--- config.mk ---
export PLATFORM = sky130hd
export DESIGN_NAME = div_share_ctrl
export DESIGN_NICKNAME = d
export VERILOG_FILES = /design/src/rtl/div_share_ctrl.sv
export SDC_FILE = /design/constraint.sdc
export NUM_CORES = 1
export LEC_CHECK = 0
export BUFFER_PORTS_ARGS = -buffer_cell sky130_fd_sc_hd__buf_2
export CAP_MARGIN = 20
export CORE_MARGIN = 8
export CORE_UTILIZATION = 40
export DETAILED_ROUTE_END_ITERATION = 16
export HOLD_SLACK_MARGIN = 0.15
export SYNTH_ARGS = -nofsm -noshare
export SYNTH_HDL_FRONTEND = slang
export SYNTH_SLANG_ARGS = --single-unit
--- constraint.sdc ---
create_clock -name clk -period 5.05 [get_ports clk]
set_input_delay 0.2525 -clock clk [delete_from_list [all_inputs] [get_ports clk]]
set_output_delay 0.2525 -clock clk [all_outputs]
set_load 0.03 [all_outputs]
--- src/rtl/div_share_ctrl.sv ---
// div_share_ctrl: shares one fixed-latency pipelined divider among NREQ
// requesters with credit-based issue and a response FIFO.
// Ports: clk, rst (async, active-high); req_valid/req_ready plus packed
// req_dividend/req_divisor per requester; div_dividend/div_divisor to the
// divider, div_quotient/div_remainder back; rsp_valid/rsp_ready with
// rsp_id, rsp_quotient, rsp_remainder, rsp_dz; busy.
// Build option DIV_FIXED_PRIO_EN: lowest-index requester always wins
// (default build is round-robin).
module div_share_ctrl #(
  parameter int N     = 6,
  parameter int M     = 4,
  parameter int NREQ  = 4,
  parameter int LAT   = 5,
  parameter int DEPTH = 8,
  localparam int IDW  = $clog2(NREQ)
) (
  input  logic                clk,
  input  logic                rst,
  input  logic [NREQ-1:0]     req_valid,
  output logic [NREQ-1:0]     req_ready,
  input  logic [NREQ*N-1:0]   req_dividend,
  input  logic [NREQ*M-1:0]   req_divisor,
  output logic [N-1:0]        div_dividend,
  output logic [M-1:0]        div_divisor,
  input  logic [N-1:0]        div_quotient,
  input  logic [M-1:0]        div_remainder,
  output logic                rsp_valid,
  input  logic                rsp_ready,
  output logic [IDW-1:0]      rsp_id,
  output logic [N-1:0]        rsp_quotient,
  output logic [M-1:0]        rsp_remainder,
  output logic                rsp_dz,
  output logic                busy
);

  localparam int CW = $clog2(DEPTH + 1);
  localparam int PW = (DEPTH > 1) ? $clog2(DEPTH) : 1;
  localparam int EW = IDW + 1 + N + M;

  logic [CW-1:0]  inflight;
  logic [CW-1:0]  fcnt;
  logic [PW-1:0]  wp;
  logic [PW-1:0]  rp;
  logic [EW-1:0]  mem [DEPTH];

  logic [LAT:0]   tv;
  logic [LAT:0]   tdz;
  logic [IDW-1:0] tid [LAT+1];

  logic           credit;
  logic           found;
  logic [IDW-1:0] sel;
  logic           xfer;
  logic [N-1:0]   sdvd;
  logic [M-1:0]   sdvs;
  logic           sdz;
  logic           wr;
  logic           pop;
  logic [N-1:0]   wq;
  logic [M-1:0]   wrm;

  // Registered counts only: a slot freed by a pop is reusable next cycle.
  assign credit = ({1'b0, inflight} + {1'b0, fcnt})
                < (CW+1)'(DEPTH);

`ifdef DIV_FIXED_PRIO_EN
  always_comb begin
    found = 1'b0;
    sel   = '0;
    for (int i = NREQ - 1; i >= 0; i--) begin
      if (req_valid[i]) begin
        found = 1'b1;
        sel   = IDW'(i);
      end
    end
  end
`else
  logic [IDW-1:0] last;
  logic [IDW-1:0] idx;
  int             ci;

  // Search starts one past the last winner and wraps.
  always_comb begin
    found = 1'b0;
    sel   = '0;
    idx   = '0;
    ci    = 0;
    for (int k = 1; k <= NREQ; k++) begin
      ci = int'(last) + k;
      if (ci >= NREQ) ci = ci - NREQ;
      idx = IDW'(ci);
      if (!found && req_valid[idx]) begin
        found = 1'b1;
        sel   = idx;
      end
    end
  end

  always_ff @(posedge clk or posedge rst) begin
    if (rst) last <= IDW'(NREQ - 1);
    else if (xfer) last <= sel;
  end
`endif

  always_comb begin
    req_ready = '0;
    if (found && credit && !rst) req_ready[sel] = 1'b1;
  end

  assign xfer = |(req_valid & req_ready);

  always_comb begin
    sdvd = '0;
    sdvs = '0;
    for (int i = 0; i < NREQ; i++) begin
      if (sel == IDW'(i)) begin
        sdvd = req_dividend[i*N +: N];
        sdvs = req_divisor[i*M +: M];
      end
    end
  end

  assign sdz = (sdvs == '0);

  // A zero divisor is replaced by 1 so the divider never sees it;
  // the dz tag fixes up the result on the way out.
  always_ff @(posedge clk or posedge rst) begin
    if (rst) begin
      div_dividend <= '0;
      div_divisor  <= M'(1);
    end else if (xfer) begin
      div_dividend <= sdvd;
      div_divisor  <= sdz ? M'(1) : sdvs;
    end
  end

  // Stage LAT lines up with the divider outputs.
  always_ff @(posedge clk or posedge rst) begin
    if (rst) begin
      tv  <= '0;
      tdz <= '0;
      for (int k = 0; k <= LAT; k++) tid[k] <= '0;
    end else begin
      tv     <= {tv[LAT-1:0], xfer};
      tdz    <= {tdz[LAT-1:0], sdz};
      tid[0] <= sel;
      for (int k = 1; k <= LAT; k++) tid[k] <= tid[k-1];
    end
  end

  assign wr  = tv[LAT];
  assign wq  = tdz[LAT] ? {N{1'b1}} : div_quotient;
  assign wrm = tdz[LAT] ? '0 : div_remainder;

  assign rsp_valid = (fcnt != '0);
  assign pop       = rsp_valid & rsp_ready;

  function automatic logic [PW-1:0] nxt(input logic [PW-1:0] p);
    return (p == PW'(DEPTH - 1)) ? '0 : p + 1'b1;
  endfunction

  always_ff @(posedge clk or posedge rst) begin
    if (rst) begin
      wp <= '0;
      rp <= '0;
      for (int k = 0; k < DEPTH; k++) mem[k] <= '0;
    end else begin
      if (wr) begin
        mem[wp] <= {tid[LAT], tdz[LAT], wq, wrm};
        wp      <= nxt(wp);
      end
      if (pop) rp <= nxt(rp);
    end
  end

  assign {rsp_id, rsp_dz, rsp_quotient, rsp_remainder} = mem[rp];

  always_ff @(posedge clk or posedge rst) begin
    if (rst) begin
      inflight <= '0;
    end else begin
      case ({xfer, wr})
        2'b10:   inflight <= inflight + CW'(1);
        2'b01:   inflight <= inflight - CW'(1);
        default: inflight <= inflight;
      endcase
    end
  end

  always_ff @(posedge clk or posedge rst) begin
    if (rst) begin
      fcnt <= '0;
    end else begin
      case ({wr, pop})
        2'b10:   fcnt <= fcnt + CW'(1);
        2'b01:   fcnt <= fcnt - CW'(1);
        default: fcnt <= fcnt;
      endcase
    end
  end

  assign busy = (inflight != '0) | (fcnt != '0);

endmodule

Word level (Yosys, flattened, before mapping)

Index checks and enable logic that the tools add are counted.

Word-level logic and storage cells: 128
Input port bits: 57
Flip-flop bits (word level): 154

Bitwise operators: 5
$add $sub $neg: 15
Reduce and logical (&&, ||, !) cells: 18
Eq/ne operators: 9
$lt $le $gt $ge: 14
Multiplexer cells: 44

Operators with widths:

| kind                | count |
|---|---|
| $bwmux 104          | 1 |
| $bmux 13 s3         | 1 |
| $demux 13 s3        | 1 |
| $mux 13             | 3 |
| $mux 6              | 5 |
| $mux 4              | 7 |
| $mux 2              | 8 |
| $pmux 4 s2          | 2 |
| $lt 2x3->1 const B  | 5 |
| $ge 3x3->1 const B  | 3 |
| $mux 1              | 9 |
| $add 4x1->4 const B | 2 |
| $bmux 1 s2          | 4 |
| $eq 2x2->1 const B  | 4 |
| $ge 4x4->1 const B  | 2 |
| $not 3->4           | 2 |
| $reduce_bool 4->1   | 2 |
| $sub 2x1->2 const B | 4 |
| $sub 4x1->4 const B | 2 |
| $logic_and 1x1->1   | 7 |
| $add 2x2->3 const B | 2 |
| $add 3x1->3 const B | 2 |
| $eq 2x1->1 const B  | 3 |
| $eq 3x3->1 const B  | 2 |
| other kinds (17)    | 22 |

Logic depth before layout (Yosys ltp)

Gate-level depths: netlist of the first run.

Depth in word-level cells: 24
Mapped depth: 11

Least setup slack after synthesis of the first run

OpenSTA, ideal clock, no wires.

Kind: reg2reg
From: register inflight[3]
To: register inflight[3]
Stages on the path, launching flop included: 12
Path slack: 2.097 ns
Library setup time: 0.125 ns
Arrival time: 2.828 ns
Buffers on the path: 0
Data required time: 4.925 ns
Cell sequence: dfrtp_1 > ha_1 > or4_1 > a221oi_4 > inv_1 > ha_1 > ha_1 > a21o_1 > a21oi_1 > xnor2_1 > nor2_1 > xor2_1

Cells in the longest elaborated chain, start to end: 9

RTL lines:

| what                                            | RTL line | RTL |
|---|---|---|
| start: declaration                              | 40       | `logic [CW-1:0] inflight;` |
| start signal: assignment                        | 183      | `2'b10: inflight <= inflight + CW'(1);` |
| start signal: assignment                        | 184      | `2'b01: inflight <= inflight - CW'(1);` |
| start signal: assignment                        | 185      | `default: inflight <= inflight;` |
| $add 4x4->5                                     | 63       | `assign credit = ({1'b0, inflight} + {1'b0, fcnt})` |
| $lt 5x4->1                                      | 64       | `< (CW+1)'(DEPTH);` |
| $logic_and 1x1->1 (2 in series)                 | 107      | `if (found && credit && !rst) req_ready[sel] = 1'b1;` |
| $mux 4                                          | 107      |  |
| $and 4x4->4                                     | 110      | `assign xfer = \|(req_valid & req_ready);` |
| $reduce_or 4->1                                 | 110      |  |
| $eq 2x1->1 or $eq 2x2->1 (tied branches)        | 182      | `case ({xfer, wr})` |
| $pmux 4 s2 or $reduce_bool 2->1 (tied branches) | --       |  |

Several ways; a longest one is shown, not always the timed one.
A chain may end at the register's enable or synchronous reset.

Final worst setup path of the first run

Same ends and word-level chain as after synthesis.

==> results.toml, run 1 <==
[drt]
routed-wl-met2_um = 7570
drcViolationCount = 0
initialDrtViolationCount = 184
routed-via-count = 4700
routed.top_layer = "met4"
drtPass1Iterations = 4
wl_met1_um = 6950
dr_wl_met3_um = 757
viasPerCell = 5.17
wire_per_inst_um = 17.2
drt_wl_total_um = 15600
ant_nets = 0

[setup_path]
cp_slowest_stage_delay_ns = 0.61
cpLargestDelayFamily = "compound AO/OA/AOI/OAI gates"
cp.required_ns = 5.34
startpoint = "inflight[3]"
worstReg2RegEnd = "inflight[3]"
r2r_slack_ns = 1.52
critPathLaunchType = "register"
reg2reg_depth = 11
critical-path-slowest-cell = "a221oi_4"
cp_common_cell = "ha_1"
path_cells = "ha_1, or4_1, a221oi_4, inv_1, ha_1, ha_1, a21o_1, a21oi_1, xnor2_1, nor2_1, xor2_1"
cp-end-kind = "register"
cp_max_fo = 16
r2r_start = "inflight[3]"
arrival_ns = 3.82
worst-path-buf-inv = 1
critPathKind = "reg -> reg"

[cts]
clock-sinks = 154
ctsResizeCount = 0
cts_root_buf = "clkbuf_16"
clk_pin_slew_ns = 0.06
cts_made_buffers = 17
cts_max_path_buffers = 2
cts_setup_buffers = 0
htree_levels = 4
clk_latency_ns = 0.41
cts_tree = "yes"

[timing]
fin_crit_ns = 3.53
hold_viol = 0
hold_ws_ns = 0.185
fin_crit_sh = 0.698
rsz0062_at_grt = "false"
tightest_slew_ns = 1.11
setup-tns-final_ns = 0
fin_skew_ns = 0.00525
slew_viol_final = 0
maxSlewHeadroom = 0.258
fmax_mhz = 284
finalSetupViolCount = 0
worst_slack_ns = 1.52

[logic_synthesis]
synthFlopType = "dfrtp_1"
synth_xor_area_frac = 0.0101
ys_types = 38
synth_compound_area_frac = 0.0908
yosys.area.top_type_share = 0.546
synth_area_leaders = "dfrtp_1 55%, mux4_2 8.5%, nand2_1 6.6%"
ys_ff_latch = 154
synthArstFlopShare = 1.00
synth_edf_count = 0
synth_cells = 595
synth_common_cells = "151 x dfrtp_1, 121 x nand2_1, 79 x o21ai_0, 36 x mux2_2, 26 x mux4_2"
synth-adder-area-share = 0.0293
synth_area_mm2 = 0.00692
synth_top_family_by_area = "multiplexers"
ys_seq_area_frac = 0.558
syn_avg_cell_area_um2 = 11.6
yosys.area.top_type = "dfrtp_1"
synth_nets = 667
yosysMostFrequentCell = "dfrtp_1"
ys_warn_count = 0
yosys.area_share.simple = 0.109
synth_mux_area_frac = 0.174

[power_and_ir_drop]
vdd_drop_max_mv = 0.314
leakagePower_nw = 3.84
power.density_mw_per_mm2 = 676
power.share.combinational = 0.387
internal_power_mw = 3.47
p_seq_frac = 0.393
switching_share = 0.367
netSwitchingPower_mw = 2.01
power_frac_clock = 0.219

[min_path]
holdPathEnd = "mem[98]"
hp-start = "div_quotient[3]"
hold_path.class = "in -> reg"
min_path_cells = 3

[floorplan]
core.rowCount = 48
start_util = 0.404
ios = 86
die_h_um = 147
die_x_um = 147
dieArea_mm2 = 0.0218
core_mm2 = 0.0171

[finish]
fin_nets = 745
fin_cells = 909
n_antenna_cell = 0
drive_gt1_frac = 0.281
final_area_mm2 = 0.00810
area_delta_synth_final_pct = 17.1

[place]
globalplace.congestion = 0.731
dp.cells = 878
hpwl_um = 10300
pre_cts_ws_ns = 1.50
portBuffers = 85
placed_cell_area_mm2 = 0.00752

[global_routing]
grt_pass1_wl_um = 26200
grtUsageTotal = 0.153
antenna_found_initial = 0
overflow = 0
grt_pass1_vias = 5026
grt_start_max_net_pins = 99

[outcome]
status = "complete, no violations"

[job]
max_cap_viol_count = 0
==> worst max path at each step <==
stage,end,slack [ns],cells after the start
after floorplan,div_dividend[0],0.65,1
after global placement,inflight[3],1.59,11
after detailed placement,inflight[3],1.50,11
after CTS,inflight[3],1.49,11
after global routing,inflight[3],1.29,11
final,inflight[3],1.52,11
==> state kept, by name (all words and copies together), names as in the netlist <==
name,flops
inflight,4
tid,12
div_dividend,6
last,2
wp,3
rp,3
tdz,6
tv,6
mem,104
fcnt,4
div_divisor,4
==> worst reg2reg max path: stages, from the launching register on <==
cell and delay (ns):
dfrtp_1 0.40, ha_1 0.29, or4_1 0.57, a221oi_4 0.61, inv_1 0.25, ha_1 0.30, ha_1 0.29, a21o_1 0.19
a21oi_1 0.18, xnor2_1 0.13, nor2_1 0.06, xor2_1 0.14
==> cell usage in the layout, fill, tap and decap left out, types with 2 or more instances in the layout <==
master and instances:
dfrtp_1 150, xor2_1 4, mux2i_1 21, ha_1 13, nor2_1 25, nand3_1 4, mux4_2 26, nor3_1 4
nand2_1 121, clkbuf_8 5, a211oi_1 5, xnor2_1 4, inv_1 10, nor2b_1 10, or4_1 2, clkinv_2 4
clkbuf_16 17, fa_1 2, mux2_2 36, a21o_1 4, o21ai_0 79, buf_4 5, dfstp_2 3, a21oi_1 17
nand2b_1 8, buf_2 85
==> cells by family after synthesis <==
logic type	Yosys count
and+or+nand+nor	180
buffers and inverters	44
AOI/OAI and AO/OA	111
muxes	83
xor gates and xnor gates	8
DFF	154
adders and majority gates	15
==> what timing repair did <==
item	in CTS	in global routing
hold buffers	1	0
hold endpoints to repair	94	0
endpoints found under the setup margin	0	0
==> routing by layer <==
layer | track usage | up-vias
li1 | - | 2212
met1 | 0.190 | 2327
met2 | 0.252 | 139
met3 | 0.0413 | 22
met4 | 0.0597 | 0
met5 | 0 | -
==> power groups by stage <==
stage | clock network [mW] | logic, mW | registers (mW)
after floorplan | 0 | 1.67 | 2.08
after global placement | 0 | 2.09 | 2.13
after detailed placement | 0 | 2.15 | 2.17
after CTS | 1.23 | 2.16 | 2.16
after global routing | 1.29 | 2.37 | 2.23
final | 1.20 | 2.12 | 2.15
==> area by class of cell <==
class	count	area, µm²
fill	1584	9020
sequential	154	3860
multi-input combinational	397	2870
clock buffer	23	498
timing repair buffer	91	473
tap	225	282
clock inverter	7	66.3
inverter	12	50.0
==> stage by stage <==
stage / utilization / power (mW)
floorplan: - / 3.76
global placement: 0.439 / 4.22
detailed placement: 0.439 / 4.32
CTS: 0.473 / 5.55
global route: 0.473 / 5.89
finish: 0.473 / 5.47
No activity file was read; power rests on OpenSTA's default activity.
==> run 2, diff against run 1 <==
- clock period: 5.05 -> 3.6 ns (I/O delays scaled with it)
==> run 2 against run 1 <==
Compared with the run above: largest cell class unchanged; global-route usage up 0.33 points; clock-buffer cell count unchanged; fmax up 19%; final cell count up 1.9%; total power up 46%; via count up 0.23%; critical path depth unchanged; combinational power up 42%; setup slack worse by 0.88 ns; die area unchanged; sequential cell count unchanged.
==> results.toml, run 2 (same netlist as run 1, synthesis figures left out) <==
[outcome]
status = "complete, no violations"

[setup_path]
critPathLaunchType = "register"
worstReg2RegEnd = "inflight[3]"
cp_slowest_stage_delay_ns = 0.57
cp.required_ns = 3.90
critPathKind = "reg -> reg"
cp_max_fo = 4
critical-path-slowest-cell = "or4_1"
path_cells = "ha_1, or4_1, a221oi_4, inv_1, ha_1, ha_1, a21o_1, a21oi_1, xnor2_1, nor2_1, xor2_1"
reg2reg_depth = 11
cp_common_cell = "ha_1"
r2r_start = "inflight[3]"
r2r_slack_ns = 0.64
arrival_ns = 3.26
cp-end-kind = "register"

[finish]
drive_gt1_frac = 0.290
layout_common_cells = "150 x dfrtp_1, 121 x nand2_1, 85 x buf_2"
fin_util = 0.486
max_flop_register = "mem"
fillers = 1553
largestRegisters = "mem (104), tid (12)"
n_antenna_cell = 0
fin_nets = 760
largest_register_ffs = 104
mostFrequentLayoutCell = "dfrtp_1"
multi_input_area_mm2 = 0.00287
seq_area_mm2 = 0.00386
area_delta_synth_final_pct = 20.2
final_area_mm2 = 0.00831

[global_routing]
overflow = 0
grt_pass1_wl_um = 26600
grt_start_max_net_pins = 59
grtUsageTotal = 0.157
grt_pass1_vias = 5106
grt_util_met2 = 0.248
grtUsageMet1 = 0.194
gr-max-usage-layer = "met2"
antenna_found_initial = 0
met3_usage = 0.0535

[job]
max_cap_viol_count = 0

[min_path]
hp-start = "rsp_ready"
holdPathEnd = "rp[1]"
hold_path.class = "in -> reg"
min_path_cells = 3

[cts]
clock-sinks = 154
htree_levels = 4
clk_pin_slew_ns = 0.06
cts_tree = "yes"
cts_max_path_buffers = 2
cts_made_buffers = 17
clk_latency_ns = 0.42
cts_setup_buffers = 0
cts_root_buf = "clkbuf_16"

[floorplan]
ios = 86
die_h_um = 147
core.rowCount = 48
dieArea_mm2 = 0.0218
die_x_um = 147
core_mm2 = 0.0171
start_util = 0.404

[power_and_ir_drop]
leakagePower_nw = 3.94
power.total_mw = 7.97
vdd_drop_max_mv = 0.513
power.density_mw_per_mm2 = 959

[timing]
tightest_slew_ns = 0.955
maxSlewHeadroom = 0.362
slew_viol_final = 0
fin_crit_ns = 2.96
hold_viol = 0
finalSetupViolCount = 0
fin_crit_sh = 0.823
setup-tns-final_ns = 0
fin_skew_ns = 0.00511
rsz0062_at_grt = "false"
worst_slack_ns = 0.638
fmax_mhz = 338

[drt]
drtPass1Iterations = 6
ant_nets = 0
drcViolationCount = 0
routed-via-count = 4711
wire_per_inst_um = 17.0
viasPerCell = 5.09
drt_wl_total_um = 15800
initialDrtViolationCount = 210

[place]
pre_cts_ws_ns = 0.673
placed_cell_area_mm2 = 0.00759
globalplace.congestion = 0.752
portBuffers = 85
hpwl_um = 10600
[run 2: cell type report]
cell class | instances | share of cell area
flip-flops and latches | 154 | 0.464
multi-input cells | 397 | 0.345
repair buffers | 106 | 0.0722
clock buffers | 23 | 0.0599
well taps | 225 | 0.0339
clock inverters | 9 | 0.0190
inverters | 12 | 0.00587
[run 2: layer usage]
metal / vias up / wire length [µm]
met4: 0 / 343
met5: - / 0
met2: 139 / 7440
li1: 2248 / -
met3: 28 / 911
met1: 2296 / 7090
[run 2: power breakdown]
part	internal, mW	switching, mW
Clock	1.26	0.686
Sequential	2.48	0.548
Combinational	1.38	1.62
[run 2: worst max path at each step]
stage                start          end  depth (start not counted)
2_1_floorplan  inflight[3]  inflight[3]                         11
3_3_place_gp   inflight[3]  inflight[3]                         11
6_report       inflight[3]  inflight[3]                         11
5_1_grt        inflight[3]  inflight[3]                         11
3_5_place_dp   inflight[3]  inflight[3]                         11
4_1_cts        inflight[3]  inflight[3]                         11
[run 2: worst max-delay path, delay by kind of cell, from the launching register on]
family          cells  cell delay [ns]
compound gates      3             0.54
xor+xnor            2             0.30
fa+ha+maj           3             0.81
buf+inv             1             0.13
flops               1             0.41
simple gates        2             0.65
[run 2: through the flow]
| stage | hold WS (ns) | std cells |
|---|---|---|
| floorplan | 0.331 | 595 |
| global placement | 0.193 | 887 |
| detailed placement | 0.204 | 887 |
| CTS | 0.152 | 926 |
| global route | 0.198 | 926 |
| finish | 0.163 | 926 |
[run 2: repair_timing]
item                                   CTS  global route
setup endpoints to repair                0             0
gates resized for setup                  0             0
hold buffers                             7             0
endpoints found under the hold margin   46             0
==> run 3, diff against run 2 <==
- clock period: 3.6 -> 2.7 ns (I/O delays scaled with it)
==> run 3 against run 2 <==
Compared with the run above: critical path depth unchanged; total power is 36% higher; combinational power is 40% higher; clock-buffer cell count shrank 3; cell area grew 3.6%; first-iteration DRC count shrank 19%; die area unchanged; critical endpoint unchanged; highest routed layer unchanged.
==> results.toml, run 3 (same netlist as run 1, synthesis figures left out) <==
[outcome]
status = "complete, no violations"

[timing]
finalSetupViolCount = 0
worst_slack_ns = 0.0909
fin_crit_sh = 0.966
hold_ws_ns = 0.165
tightest_slew_ns = 0.864
fin_skew_ns = 0.00638
rsz0062_at_grt = "true"
fmax_mhz = 383
maxSlewHeadroom = 0.423
setup-tns-final_ns = 0
hold_viol = 0
fin_crit_ns = 2.61
slew_viol_final = 0

[job]
max_cap_viol_count = 0

[finish]
area_delta_synth_final_pct = 24.6
n_antenna_cell = 0
final_area_mm2 = 0.00861
mostFrequentLayoutCell = "dfrtp_1"
fin_util = 0.503
fillers = 1490
largest_register_ffs = 104
drive_gt1_frac = 0.298
fin_nets = 786
fin_cells = 952
largestRegisters = "mem (104), tid (12)"
max_flop_register = "mem"
layout_common_cells = "149 x dfrtp_1, 121 x nand2_1, 85 x buf_2"

[drt]
initialDrtViolationCount = 170
drtPass1Iterations = 7
viasPerCell = 5.04
drcViolationCount = 0
routed-via-count = 4796
wire_per_inst_um = 16.8
ant_nets = 0
drt_wl_total_um = 16000

[global_routing]
overflow = 0
grt_start_max_net_pins = 65
grt_pass1_vias = 5155
grtUsageTotal = 0.154
grt_pass1_wl_um = 26600
antenna_found_initial = 0

[floorplan]
dieArea_mm2 = 0.0218
start_util = 0.404
die_h_um = 147
ios = 86
die_x_um = 147
core_mm2 = 0.0171
core.rowCount = 48

[power_and_ir_drop]
power.density_mw_per_mm2 = 1260
vdd_drop_max_mv = 0.594
leakagePower_nw = 4.05
power.total_mw = 10.8

[min_path]
hold_path.class = "in -> reg"

[setup_path]
path_cells = "ha_2, or4_4, a221oi_4, inv_2, ha_4, ha_4, a21o_1, a21oi_2, xnor2_1, nor2_1, xor2_1"
arrival_ns = 2.91
worst-path-buf-inv = 1
cp_slowest_stage_delay_ns = 0.53
cp_common_cell = "ha_4"
critPathLaunchType = "register"
cp_max_fo = 3
critical-path-slowest-cell = "or4_4"
cp-end-kind = "register"
cp.required_ns = 3.00
cpLargestDelayFamily = "simple AND/OR/NAND/NOR gates"
critPathKind = "reg -> reg"

[cts]
clk_latency_ns = 0.42
cts_root_buf = "clkbuf_16"
clock-sinks = 154
cts_made_buffers = 17
clk_pin_slew_ns = 0.06
cts_max_path_buffers = 2
htree_levels = 4
cts_tree = "yes"

[place]
portBuffers = 85
pre_cts_ws_ns = 0.0381
globalplace.congestion = 0.793
placed_cell_area_mm2 = 0.00765
hpwl_um = 10500
dp.cells = 890
==> run 3: cell count changes in the layout (fill, tap and decap cells not counted), sizes merged <==
| cell | before | now |
|---|---|---|
| clkinv | 1 | 4 |
| inv | 13 | 12 |
| buf | 99 | 104 |
| bufinv | 4 | 5 |
| clkbuf | 23 | 20 |
| a31oi | 1 | 2 |
| dlygate4sd3 | 7 | 27 |
==> run 3: routing by layer <==
metal	GRT usage	routed length [µm]	vias to the layer above
met5	0	0	-
li1	-	-	2310
met2	0.252	7860	137
met3	0.0511	943	17
met4	0.0484	205	0
met1	0.190	6970	2332
==> run 3: final cells by class <==
type | instances | area, µm² | area share
inverter | 12 | 48.8 | 0.00567
timing repair buffer | 131 | 855 | 0.0992
tap | 225 | 282 | 0.0327
sequential | 154 | 3860 | 0.448
clock buffer | 20 | 457 | 0.0530
multi-input combinational | 398 | 2920 | 0.339
clock inverter | 12 | 194 | 0.0225
==> run 3: worst reg2reg max path, cell delays in order, from the launching register on <==
cell,delay [ns]
dfrtp_1,0.40
ha_2,0.17
or4_4,0.53
a221oi_4,0.24
inv_2,0.09
ha_4,0.19
ha_4,0.21
a21o_1,0.16
a21oi_2,0.16
xnor2_1,0.14
nor2_1,0.07
xor2_1,0.14
==> run 3: timing repair <==
action,in CTS,in global routing
buffers inserted,0,2
hold endpoints to repair,216,0
hold buffers,27,0
endpoints found under the setup margin,2,6
pin swaps,0,7
gates resized for setup,1,3
gates cloned,0,1
==> run 3: path summary, 6_finish.rpt <==
path | startpoint | to | slack (ns) | depth (start not counted)
setup / recovery | fcnt[3] | inflight[3] | 0.09 | 11
hold / removal | req_dividend[19] | div_dividend[1] | 0.16 | 4
setup reg to reg | fcnt[3] | inflight[3] | 0.09 | 11
hold reg to reg | tid[8] | tid[6] | 0.34 | 0
max in group asynchronous | rst | mem[93] | 1.59 | 4
min in group asynchronous | rst | fcnt[0] | 0.44 | 4
==> run 3: report_power, final <==
group          leakage, nW  total (mW)  internal, mW  switching [mW]
Combinational         1.94        4.21          1.97            2.24
Clock                0.316        2.61          1.69           0.923
Sequential            1.79        4.00          3.31           0.694
